`config.mk`:
```
export PLATFORM = sky130hd
export DESIGN_NAME = dfs_freq_actuator_flat
export DESIGN_NICKNAME = d
export VERILOG_FILES = /design/src/rtl/dfs_freq_actuator_if.sv /design/src/rtl/dfs_freq_actuator.sv /design/src/flat_wrapper.sv
export SDC_FILE = /design/constraint.sdc
export NUM_CORES = 1
export LEC_CHECK = 0
export ABC_AREA = 1
export BUFFER_PORTS_ARGS = -buffer_cell sky130_fd_sc_hd__buf_4
export CORE_ASPECT_RATIO = 0.75
export CORE_MARGIN = 1.5
export CORE_UTILIZATION = 59
export CTS_BUF_LIST = sky130_fd_sc_hd__clkbuf_4 sky130_fd_sc_hd__clkbuf_8 sky130_fd_sc_hd__clkbuf_16
export DETAILED_ROUTE_END_ITERATION = 8
export GPL_ROUTABILITY_DRIVEN = 0
export PLACE_DENSITY = 0.94
export SYNTH_ARGS = -nofsm -noshare
export SYNTH_HDL_FRONTEND = slang
export SYNTH_SLANG_ARGS = --single-unit
```
`constraint.sdc`:
```
create_clock -name clk -period 2.6 [get_ports clk]
set_input_delay 0.26 -clock clk [delete_from_list [all_inputs] [get_ports clk]]
set_output_delay 0.26 -clock clk [all_outputs]
set_load 0.02 [all_outputs]
```
`src/rtl/dfs_freq_actuator_if.sv`:
```
// rtl/dfs_freq_actuator_if.sv - controller, clock-generator and status signals of the DFS actuator
interface dfs_freq_actuator_if #(
  parameter int DATA_WIDTH = 13
);
  logic                  req_en_i;
  logic [DATA_WIDTH-1:0] req_data_i;
  logic                  ack_o;
  logic                  cg_wr_o;
  logic [DATA_WIDTH-1:0] cg_freq_o;
  logic                  cg_locked_i;
  logic [DATA_WIDTH-1:0] cur_freq_o;
  logic                  busy_o;
  logic                  err_o;
  logic [15:0]           stat_changes_o;
  logic [15:0]           stat_timeouts_o;

  modport slave (
    input  req_en_i, req_data_i, cg_locked_i,
    output ack_o, cg_wr_o, cg_freq_o, cur_freq_o, busy_o, err_o,
           stat_changes_o, stat_timeouts_o
  );

  modport master (
    output req_en_i, req_data_i, cg_locked_i,
    input  ack_o, cg_wr_o, cg_freq_o, cur_freq_o, busy_o, err_o,
           stat_changes_o, stat_timeouts_o
  );
endinterface

```
`src/rtl/dfs_freq_actuator.sv`:
```
// rtl/dfs_freq_actuator.sv - clamps frequency requests, programs the clock generator, waits for relock
// Optional statistics counters are built only when DFS_ACTUATOR_STATS_EN is defined.
module dfs_freq_actuator #(
  parameter int DATA_WIDTH   = 13,
  parameter int FREQ_MIN     = 280,
  parameter int FREQ_MAX     = 480,
  parameter int RESET_FREQ   = 440,
  parameter int LOCK_TIMEOUT = 1024
) (
  input  logic                 clk,
  input  logic                 rst_n,
  dfs_freq_actuator_if.slave   bus
);
  localparam int TW = $clog2(LOCK_TIMEOUT + 1);
  localparam logic [DATA_WIDTH-1:0] L_MIN   = DATA_WIDTH'(FREQ_MIN);
  localparam logic [DATA_WIDTH-1:0] L_MAX   = DATA_WIDTH'(FREQ_MAX);
  localparam logic [DATA_WIDTH-1:0] L_RESET = DATA_WIDTH'(RESET_FREQ);

  typedef enum logic [2:0] {
    S_IDLE, S_CHECK, S_PROGRAM, S_WAIT_UNLOCK, S_WAIT_LOCK, S_ACK
  } state_t;

  state_t                r_state;
  state_t                w_next;
  logic [DATA_WIDTH-1:0] r_target;
  logic [DATA_WIDTH-1:0] r_cur_freq;
  logic [DATA_WIDTH-1:0] r_cg_freq;
  logic                  r_pend_valid;
  logic [DATA_WIDTH-1:0] r_pend_data;
  logic [TW-1:0]         r_tcnt;
  logic                  r_err;
  logic [DATA_WIDTH-1:0] w_clamped;
  logic                  w_tmo;
  logic                  w_inc_change;
  logic                  w_inc_tmo;

  assign w_clamped = (r_target < L_MIN) ? L_MIN :
                     (r_target > L_MAX) ? L_MAX : r_target;
  assign w_tmo     = (r_tcnt == TW'(LOCK_TIMEOUT - 1));

  always_ff @(posedge clk or negedge rst_n) begin
    if (!rst_n) r_state <= S_IDLE;
    else        r_state <= w_next;
  end

  always_comb begin
    w_next       = r_state;
    w_inc_change = 1'b0;
    w_inc_tmo    = 1'b0;
    case (r_state)
      S_IDLE:    if (bus.req_en_i) w_next = S_CHECK;
      S_CHECK:   w_next = (w_clamped == r_cur_freq) ? S_ACK : S_PROGRAM;
      S_PROGRAM: w_next = S_WAIT_UNLOCK;
      S_WAIT_UNLOCK: begin
        if (w_tmo) begin
          w_next    = S_ACK;
          w_inc_tmo = 1'b1;
        end else if (!bus.cg_locked_i || r_tcnt == TW'(7)) begin
          w_next = S_WAIT_LOCK;
        end
      end
      S_WAIT_LOCK: begin
        if (bus.cg_locked_i) begin
          w_next       = S_ACK;
          w_inc_change = 1'b1;
        end else if (w_tmo) begin
          w_next    = S_ACK;
          w_inc_tmo = 1'b1;
        end
      end
      S_ACK:   w_next = (r_pend_valid || bus.req_en_i) ? S_CHECK : S_IDLE;
      default: w_next = S_IDLE;
    endcase
  end

  // A strobe coinciding with ack is consumed directly, so it wins over an older pending word.
  always_ff @(posedge clk or negedge rst_n) begin
    if (!rst_n) begin
      r_target     <= L_RESET;
      r_cur_freq   <= L_RESET;
      r_cg_freq    <= L_RESET;
      r_pend_valid <= 1'b0;
      r_pend_data  <= '0;
      r_tcnt       <= '0;
      r_err        <= 1'b0;
    end else begin
      if (r_state inside {S_WAIT_UNLOCK, S_WAIT_LOCK}) r_tcnt <= r_tcnt + TW'(1);
      else                                             r_tcnt <= '0;
      case (r_state)
        S_IDLE: if (bus.req_en_i) r_target <= bus.req_data_i;
        S_CHECK: begin
          r_target <= w_clamped;
          if (w_next == S_PROGRAM) r_cg_freq <= w_clamped;
        end
        S_ACK: begin
          if (bus.req_en_i)      r_target <= bus.req_data_i;
          else if (r_pend_valid) r_target <= r_pend_data;
        end
        default: ;
      endcase
      if (r_state == S_ACK) begin
        r_pend_valid <= 1'b0;
      end else if (r_state != S_IDLE && bus.req_en_i) begin
        r_pend_valid <= 1'b1;
        r_pend_data  <= bus.req_data_i;
      end
      if (w_inc_change) r_cur_freq <= r_target;
      if (w_inc_tmo)    r_err      <= 1'b1;
    end
  end

`ifdef DFS_ACTUATOR_STATS_EN
  logic [15:0] r_stat_changes;
  logic [15:0] r_stat_timeouts;

  always_ff @(posedge clk or negedge rst_n) begin
    if (!rst_n) begin
      r_stat_changes  <= '0;
      r_stat_timeouts <= '0;
    end else begin
      if (w_inc_change && r_stat_changes != 16'hFFFF)  r_stat_changes  <= r_stat_changes + 16'd1;
      if (w_inc_tmo && r_stat_timeouts != 16'hFFFF)    r_stat_timeouts <= r_stat_timeouts + 16'd1;
    end
  end

  assign bus.stat_changes_o  = r_stat_changes;
  assign bus.stat_timeouts_o = r_stat_timeouts;
`else
  assign bus.stat_changes_o  = 16'd0;
  assign bus.stat_timeouts_o = 16'd0;
`endif

  assign bus.ack_o      = (r_state == S_ACK);
  assign bus.cg_wr_o    = (r_state == S_PROGRAM);
  assign bus.busy_o     = (r_state != S_IDLE);
  assign bus.cg_freq_o  = r_cg_freq;
  assign bus.cur_freq_o = r_cur_freq;
  assign bus.err_o      = r_err;
endmodule

```
`src/flat_wrapper.sv`:
```
// flat-port wrapper written by rule: the top's interface ports become plain ports
module dfs_freq_actuator_flat 
#(
  parameter int DATA_WIDTH   = 13,
  parameter int FREQ_MIN     = 280,
  parameter int FREQ_MAX     = 480,
  parameter int RESET_FREQ   = 440,
  parameter int LOCK_TIMEOUT = 1024
)
  (clk, rst_n, bus_req_en_i, bus_req_data_i, bus_cg_locked_i, bus_ack_o, bus_cg_wr_o, bus_cg_freq_o, bus_cur_freq_o, bus_busy_o, bus_err_o, bus_stat_changes_o, bus_stat_timeouts_o);
  dfs_freq_actuator_if #(.DATA_WIDTH(DATA_WIDTH)) bus_i ();
  input  logic clk;
  input  logic rst_n;
  input wire logic [$bits(bus_i.req_en_i)-1:0] bus_req_en_i;
  input wire logic [$bits(bus_i.req_data_i)-1:0] bus_req_data_i;
  input wire logic [$bits(bus_i.cg_locked_i)-1:0] bus_cg_locked_i;
  output wire logic [$bits(bus_i.ack_o)-1:0] bus_ack_o;
  output wire logic [$bits(bus_i.cg_wr_o)-1:0] bus_cg_wr_o;
  output wire logic [$bits(bus_i.cg_freq_o)-1:0] bus_cg_freq_o;
  output wire logic [$bits(bus_i.cur_freq_o)-1:0] bus_cur_freq_o;
  output wire logic [$bits(bus_i.busy_o)-1:0] bus_busy_o;
  output wire logic [$bits(bus_i.err_o)-1:0] bus_err_o;
  output wire logic [$bits(bus_i.stat_changes_o)-1:0] bus_stat_changes_o;
  output wire logic [$bits(bus_i.stat_timeouts_o)-1:0] bus_stat_timeouts_o;
  assign bus_i.req_en_i = bus_req_en_i;
  assign bus_i.req_data_i = bus_req_data_i;
  assign bus_i.cg_locked_i = bus_cg_locked_i;
  assign bus_ack_o = bus_i.ack_o;
  assign bus_cg_wr_o = bus_i.cg_wr_o;
  assign bus_cg_freq_o = bus_i.cg_freq_o;
  assign bus_cur_freq_o = bus_i.cur_freq_o;
  assign bus_busy_o = bus_i.busy_o;
  assign bus_err_o = bus_i.err_o;
  assign bus_stat_changes_o = bus_i.stat_changes_o;
  assign bus_stat_timeouts_o = bus_i.stat_timeouts_o;
  dfs_freq_actuator #(.DATA_WIDTH(DATA_WIDTH), .FREQ_MIN(FREQ_MIN), .FREQ_MAX(FREQ_MAX), .RESET_FREQ(RESET_FREQ), .LOCK_TIMEOUT(LOCK_TIMEOUT)) u_core (.clk(clk), .rst_n(rst_n), .bus(bus_i));
endmodule
```
==> run metrics, run 1 <==
# diodes=0; die area=6771 sq um; Area after DPL=3974 sq um; grt total ovfl=0; top cells by area, synth=dfrtp_1 (36%), nand2_1 (11%), dfstp_2 (11%), buf_4 (6.7%), inv_1 (5.7%); RSZ-0062 raised after global routing=no; worst hold slack=0.01805 ns; most frequent cell after synthesis=nand2_1; WP buf/inv=4; clk sink count=68; Clock Latency Late Sink=0.36 ns; antenna-violating nets left=0; PortBufs=46; share of layout cells above drive strength 1=0.2015; Max-slew headroom=0.4360; final core utilization=0.7039; placed cells=583; CP endpoint kind=register; status=finished, final reports clean; Site Rows=24; Initial Utilization=0.6233; Die Y=71.64 um; Synth async-reset ratio=1.000; Layout Skew=0.01754 ns; final hold viol count=0; first-pass GRT wire length=14,100 um; final non-filler cell total=599; dominant synthesized flop cell=dfrtp_1; WL final=8325 um; post-synth top area cell=dfrtp_1; Top Family by Delay on Critical Path=buffers and inverters; Power Density=1127 nW/um^2; final setup fails=0; # fillers=464; post-route cell area=4185 sq um; hold buffers post-CTS=0; CTS H-tree lvls=3; clock-pin slew on the worst setup and hold paths=0.08 ns; Routed wire per std cell=13.90 um; Syn. warnings=0; Total GRT Usage=0.2740; Post-synth EDFFs=0; area of the multi-input gates=1555 sq um; vias=3,224; critical path required time=2.86 ns; TritonCTS clock tree=done; slowest CP cell=dfrtp_1; slowest stage delay, CP=0.43 ns; P&R area growth vs syn=12.93%; Nets=534; setup TNS=0 ns; vias per inst=5.382; Pleak=2.164 nW; Yosys cell types=40; syn_area_per_cell=7.868 sq um; DR iter-0 viols=334; Final min period=2.075 ns; internal reg-to-reg setup slack=0.52 ns; worst slew pin tran=0.8460 ns; DRC=0; dpl hpwl=5943 um; I/O Pins=79; CTS root buffer=clkbuf_8; Pre-antenna DRT Iters=7; Setup CP Type=reg -> reg; CP Max Fanout=16; Max Root-Sink Buffers=2; CP arrival=2.34 ns; Critical Path Source Type=register; Max IR drop VDD=0.5445 mV; busiest grt layer=met2; Die Width=94.52 um; HP Class=in -> async; period utilization=0.7982; met3 usage=0.07962; initial antenna violation count=0; Resize count post-CTS=0; sequential element share of the synthesized area=0.4642; most common library cells after synthesis=nand2_1 (107), inv_1 (56), dfrtp_1 (53), nor2_1 (53), buf_4 (33); WP depth=10; Mapped Area=3706 sq um; Reg area=1720 sq um; vias in the first global route=2,989; Post-Syn Instances=471; CTS Buf Count=9; Seq cells post-synth=68; grt met1 use=0.3760; Yosys top cell area share=0.3579; R2R cell count=10; crit-path cells=inv_1 > nor2_1 > inv_2 > nor2_2 > inv_2 > nor3_2 > a21oi_2 > buf_4 > nor2_1 > a41oi_1; post-CTS setup buffer count=0; M2 GR Usage=0.4269; Fmax=481.9 MHz; largest net degree at the start of global routing=69; max-slew violation count=0; Core Footprint=5946 sq um; max-cap viol count=0
==> stage by stage <==
stage	power (mW)	setup WS (ns)
floorplan	3.148	0.8641
global placement	3.664	0.6424
detailed placement	3.752	0.5801
CTS	4.706	0.5422
global route	5.042	0.2994
finish	4.715	0.5247
==> registers in the layout, indices dropped and copies added, names as in the netlist <==
name	count
u_core.bus.cg_freq_o	13
u_core.bus.cur_freq_o	13
u_core.r_pend_data	13
u_core.r_target	13
u_core.r_tcnt	11
u_core.r_state	3
u_core.bus.err_o	1
u_core.r_pend_valid	1
==> final timing paths <==
path,startpoint,end
min in group clk,bus_req_data_i[3],u_core.r_pend_data[3]
max in group asynchronous,rst_n,u_core.r_tcnt[3]
max,u_core.r_state[0],u_core.r_target[3]
min,rst_n,u_core.bus.cur_freq_o[1]
max reg2reg,u_core.r_state[0],u_core.r_target[3]
min reg2reg,u_core.bus.cg_freq_o[8],u_core.bus.cg_freq_o[8]
==> per-layer routing <==
metal / vias up / wire length (um)
li1: 1528 / -
met1: 1500 / 3547
met2: 183 / 3859
met3: 13 / 836
met4: 0 / 81
met5: - / 0
==> final cells by class <==
type / count / share of cell area
flip-flops and latches: 68 / 0.4111
repair buffers: 50 / 0.08969
clock inverters: 6 / 0.01913
clock buffers: 10 / 0.03139
inverters: 60 / 0.05381
well taps: 78 / 0.02332
multi-input cells: 327 / 0.3716
==> placed cells by master, fill, tap and decap left out, types with 7 or more instances in the layout <==
cell	instances
a21oi_1	30
nor3_1	9
dfrtp_1	53
nor2_1	53
a41oi_1	7
buf_4	50
dfstp_2	15
inv_1	56
o21ai_0	23
nand2_1	107
conb_1	32
nand3_1	28
clkbuf_8	9
==> worst register-to-register path, cell delays in order (launching register included) <==
cell and delay, ns:
dfrtp_1 0.43, inv_1 0.09, nor2_1 0.07, inv_2 0.24
nor2_2 0.08, inv_2 0.10, nor3_2 0.05, a21oi_2 0.39
buf_4 0.29, nor2_1 0.06, a41oi_1 0.17
==> power breakdown <==
part / internal, mW / switching, mW
registers: 1.52 / 0.311
clock network: 0.544 / 0.398
logic: 0.684 / 1.26
==> cells by family (layout without fill, tap and decap cells) <==
logic type               after synthesis  in the layout  synth area share
AND/OR/NAND/NOR                      217            217            0.2579
adder cells (fa/ha/maj)                1              1          0.003376
other                                  1             32          0.001012
AO/OA/AOI/OAI                         73             73            0.1145
XOR/XNOR                               1              1          0.002364
flip-flops                            68             68            0.4642
multiplexers                           3              3          0.009115
buffers and inverters                107            126            0.1475
No activity file was read; power rests on OpenSTA's default activity.
==> inputs of run 2 (changes only) <==
--- a/config.mk
+++ b/config.mk
@@ -9,11 +9,11 @@
 export BUFFER_PORTS_ARGS = -buffer_cell sky130_fd_sc_hd__buf_4
 export CORE_ASPECT_RATIO = 0.75
 export CORE_MARGIN = 1.5
-export CORE_UTILIZATION = 59
+export CORE_UTILIZATION = 49
 export CTS_BUF_LIST = sky130_fd_sc_hd__clkbuf_4 sky130_fd_sc_hd__clkbuf_8 sky130_fd_sc_hd__clkbuf_16
 export DETAILED_ROUTE_END_ITERATION = 8
 export GPL_ROUTABILITY_DRIVEN = 0
-export PLACE_DENSITY = 0.94
+export PLACE_DENSITY = 0.85
 export SYNTH_ARGS = -nofsm -noshare
 export SYNTH_HDL_FRONTEND = slang
 export SYNTH_SLANG_ARGS = --single-unit
==> constraint.sdc (replaced) <==
create_clock -name clk -period 1.85 [get_ports clk]
set_input_delay 0.185 -clock clk [delete_from_list [all_inputs] [get_ports clk]]
set_output_delay 0.185 -clock clk [all_outputs]
set_load 0.02 [all_outputs]
==> run 2 against run 1 <==
Effect of this change:
- the run now ends with negative setup slack left
- combinational power is 77% higher
- register-to-register slack lost 0.65 ns
- wire length grew 14%
==> run metrics, run 2 (synthesis results as in run 1) <==
P&R area growth vs syn=26.30%; vias=3,413; Routed wire per std cell=14.43 um; Site Rows=27; Die Y=78.32 um; Critical Path Source Type=register; Die Width=103.4 um; DRC=0; Pleak=2.363 nW; CTS H-tree lvls=3; Power Density=1539 nW/um^2; Psw=3.118 mW; area of the multi-input gates=1748 sq um; internal reg-to-reg setup slack=-0.13 ns; # fillers=608; final core utilization=0.6385; antenna-violating nets left=0; Area after DPL=4143 sq um; most frequent cells in the layout=nand2_1 (95), buf_4 (79), inv_1 (53), dfrtp_1 (53), nor2_1 (43); vias in the first global route=2,982; share of layout cells above drive strength 1=0.3136; Total GRT Usage=0.2313; worst hold slack=0.09482 ns; max-slew violation count=0; final hold viol count=0; TritonCTS clock tree=done; HP Class=in -> reg; Nets=571; Pint=4.086 mW; RSZ-0062 raised after global routing=yes; WL final=9511 um; Reg area=1720 sq um; grt met1 use=0.3236; first-pass GRT wire length=14,210 um; placed cells=623; final setup margin=-0.1301 ns; clk sink count=68; Sw Share=0.4328; DR iter-0 viols=259; die area=8099 sq um; largest net degree at the start of global routing=37; Max-slew headroom=0.6505; Max Root-Sink Buffers=2; CP arrival=2.23 ns; Comb power frac=0.480; final non-filler cell total=659; # diodes=0; vias per inst=5.179; initial antenna violation count=0; period utilization=1.070; violated checks=negative setup slack; final setup fails=16; CP Max Fanout=5; Max IR drop VDD=0.7452 mV; dpl hpwl=6169 um; Initial Utilization=0.5055; Clock Latency Late Sink=0.36 ns; M2 GR Usage=0.3340; grt total ovfl=0; critical path required time=2.10 ns; worst slew pin tran=0.5202 ns; setup TNS=-1.482 ns; status=finished, violations left; max-cap viol count=0; I/O Pins=79; CTS Buf Count=9; clock power share=0.165; CP endpoint kind=register; clock-pin slew on the worst setup and hold paths=0.08 ns; Setup CP Type=reg -> reg; PortBufs=46; post-route cell area=4681 sq um; busiest grt layer=met2; Pre-antenna DRT Iters=5; Layout Skew=0.009021 ns; met3 usage=0.06589; CTS root buffer=clkbuf_8; most common cell after layout, fill and taps aside=nand2_1; sequential power share=0.355; Core Footprint=7331 sq um; Final min period=1.980 ns; Fmax=505.0 MHz
## run 2: routing by layer
metal	wire, um	part of all wire	up-vias
met4	271	0.028	0
met2	4400	0.46	154
li1	-	-	1607
met5	0	0	-
met3	628	0.066	30
met1	4211	0.44	1622
## run 2: power by group through the flow
stage | Combinational [mW] | Sequential (mW) | Clock (mW)
6_report | 3.46 | 2.56 | 1.19
5_1_grt | 3.77 | 2.59 | 1.27
4_1_cts | 3.19 | 2.51 | 1.20
3_5_place_dp | 2.93 | 2.52 | 0
3_3_place_gp | 2.85 | 2.50 | 0
2_1_floorplan | 1.75 | 2.68 | 0
## run 2: critical path, cell delays in order, from the launching register on
cell and delay, ns:
dfstp_2 0.59, nand2_2 0.07, nand2_2 0.08, nand2_4 0.09
nand2_4 0.11, buf_4 0.12, nand2_1 0.06, nand2_1 0.08
nand3_2 0.08, nor2_4 0.13, nand4_4 0.16, buf_6 0.18
nand3_2 0.06, nand2_2 0.04
## run 2: cell type report
cell class / instances / share of cell area
repair buffers: 85 / 0.1427
multi-input cells: 329 / 0.3734
flip-flops and latches: 68 / 0.3675
inverters: 60 / 0.04865
clock inverters: 2 / 0.002138
well taps: 101 / 0.02700
clock buffers: 14 / 0.03849
## run 2: worst paths after layout
kind | startpoint | to | depth (start not counted)
min reg2reg | u_core.bus.cg_freq_o[8] | u_core.bus.cg_freq_o[8] | 2
max | u_core.r_target[3] | u_core.bus.cg_freq_o[2] | 13
max reg2reg | u_core.r_target[3] | u_core.bus.cg_freq_o[2] | 13
min | bus_req_data_i[1] | u_core.r_pend_data[1] | 3
min in group asynchronous | rst_n | u_core.r_tcnt[6] | 2
max in group asynchronous | rst_n | u_core.r_target[4] | 3
## run 2: metrics by stage
stage	power, mW	setup WS, ns
final	7.203	-0.1301
after global routing	7.634	-0.2145
after CTS	6.909	-0.01795
after detailed placement	5.450	-0.06637
after global placement	5.347	0.05022
after floorplan	4.425	0.1141
## run 2: repair_timing
| item | in CTS | in global routing |
|---|---|---|
| endpoints found under the setup margin | 15 | 23 |
| endpoints found under the hold margin | 23 | 0 |
| buffers inserted | 6 | 10 |
| gates cloned | 3 | 0 |
| pin swaps | 19 | 14 |
| hold buffers | 1 | 0 |
| gates resized for setup | 36 | 17 |
==> inputs of run 3 (changes only) <==
--- a/config.mk
+++ b/config.mk
@@ -13,6 +13,7 @@
 export CTS_BUF_LIST = sky130_fd_sc_hd__clkbuf_4 sky130_fd_sc_hd__clkbuf_8 sky130_fd_sc_hd__clkbuf_16
 export DETAILED_ROUTE_END_ITERATION = 8
 export GPL_ROUTABILITY_DRIVEN = 0
+export GPL_TIMING_DRIVEN = 0
 export PLACE_DENSITY = 0.85
 export SYNTH_ARGS = -nofsm -noshare
 export SYNTH_HDL_FRONTEND = slang
==> run 3 against run 2 <==
Effect of this change:
- the flow still finishes with violations (negative setup slack)
- sequential power about the same
- core utilization increased by 3.0 points
- clock skew grew 0.00067 ns
- sequential cell count is the same
- first-iteration DRC count is 12% higher
- die area did not move
- total power rose by 2.4%
- critical path type unchanged
- critical endpoint is now u_core.bus.cg_freq_o[5]
==> run metrics, run 3 (synthesis results as in run 1) <==
status=finished, violations left; violated checks=negative setup slack; Area after DPL=4294 sq um; period utilization=1.060; clock-pin slew on the worst setup and hold paths=0.07 ns; PortBufs=46; final setup fails=16; # fillers=585; CTS Buf Count=9; CTS H-tree lvls=3; Power Density=1505 nW/um^2; CP endpoint kind=register; grt total ovfl=0; Site Rows=27; Max-slew headroom=0.4499; vias=3,464; I/O Pins=79; post-route cell area=4898 sq um; Max IR drop VDD=0.7804 mV; first-pass GRT wire length=14,050 um; share of layout cells above drive strength 1=0.3418; initial antenna violation count=0; Pleak=2.522 nW; Final min period=1.961 ns; largest net degree at the start of global routing=69; Pre-antenna DRT Iters=5; Clock Latency Late Sink=0.35 ns; dpl hpwl=6396 um; RSZ-0062 raised after global routing=yes; final setup margin=-0.1114 ns; die area=8099 sq um; CP Max Fanout=5; final hold viol count=0; Initial Utilization=0.5055; vias per inst=5.028; pre-CTS setup slack=-0.1376 ns; Max Root-Sink Buffers=2; Core Footprint=7331 sq um; Setup CP Type=reg -> reg; placed cells=649; worst hold slack=0.1033 ns; clk sink count=68; DRC=0; Die Width=103.4 um; TritonCTS clock tree=done; Fmax=509.8 MHz; WL final=9472 um; worst slew pin tran=0.8251 ns; Die Y=78.32 um; Reg area=1720 sq um; DR iter-0 viols=290; P&R area growth vs syn=32.17%; CTS root buffer=clkbuf_8; vias in the first global route=3,035; max-cap viol count=0; max-slew violation count=0; Routed wire per std cell=13.75 um; post-route total power=7.374 mW; Total GRT Usage=0.2265; most common cell after layout, fill and taps aside=buf_4; CP arrival=2.25 ns; final core utilization=0.6682; Nets=601; critical path required time=2.14 ns; # diodes=0; antenna-violating nets left=0; setup TNS=-1.185 ns; HP Class=in -> reg; Critical Path Source Type=register; area of the multi-input gates=1723 sq um; final non-filler cell total=689; Layout Skew=0.009690 ns; most frequent cells in the layout=buf_4 (99), nand2_1 (89), dfrtp_1 (53)
run 3: final timing paths:
path                                          from                      end  slack [ns]  cells past startpoint
setup / recovery                u_core.r_target[3]  u_core.bus.cg_freq_o[5]       -0.11                     12
hold / removal                   bus_req_data_i[6]    u_core.r_pend_data[6]        0.10                      3
setup reg to reg                u_core.r_target[3]  u_core.bus.cg_freq_o[5]       -0.11                     12
hold reg to reg            u_core.bus.cg_freq_o[5]  u_core.bus.cg_freq_o[5]        0.47                      2
max in group asynchronous                    rst_n       u_core.r_target[2]        0.84                      2
min in group asynchronous                    rst_n         u_core.r_tcnt[8]        0.47                      2
run 3: cell type report:
| cell class | instances | share of cell area |
|---|---|---|
| tap | 101 | 0.02580 |
| buffer | 47 | 0.06999 |
| timing repair buffer | 70 | 0.1080 |
| inverter | 60 | 0.04751 |
| sequential | 68 | 0.3512 |
| clock inverter | 7 | 0.02043 |
| clock buffer | 9 | 0.02529 |
| multi-input combinational | 327 | 0.3517 |
run 3: report_power, final:
group | leakage, nW | internal, mW | switching (mW) | total (mW)
logic | 1.60 | 1.34 | 2.10 | 3.44
registers | 0.807 | 2.13 | 0.439 | 2.57
clock network | 0.114 | 0.767 | 0.600 | 1.37
run 3: per-layer routing:
| layer | share of wire | global-route usage |
|---|---|---|
| met1 | 0.42 | 0.3072 |
| met2 | 0.47 | 0.3523 |
| met3 | 0.086 | 0.06411 |
| met4 | 0.018 | 0.06622 |
| met5 | 0 | 0 |
run 3: critical path: stages, from the launching register on:
cell and delay, ns:
dfstp_2 0.58, nand2_1 0.08, nand2_1 0.07, nand2_2 0.07
nand2_4 0.11, nand2_2 0.06, o21bai_1 0.18, nand2_1 0.14
nor2_4 0.14, nand4_4 0.13, buf_2 0.18, nand3_1 0.08
nand2_1 0.06
run 3: repair_timing:
item                                    CTS  global route
hold endpoints to repair                 53             0
buffers inserted                         10            10
hold buffers                              1             0
pin swaps                                17            21
gates cloned                              3             0
resized for setup                        23            42
endpoints found under the setup margin   29            38
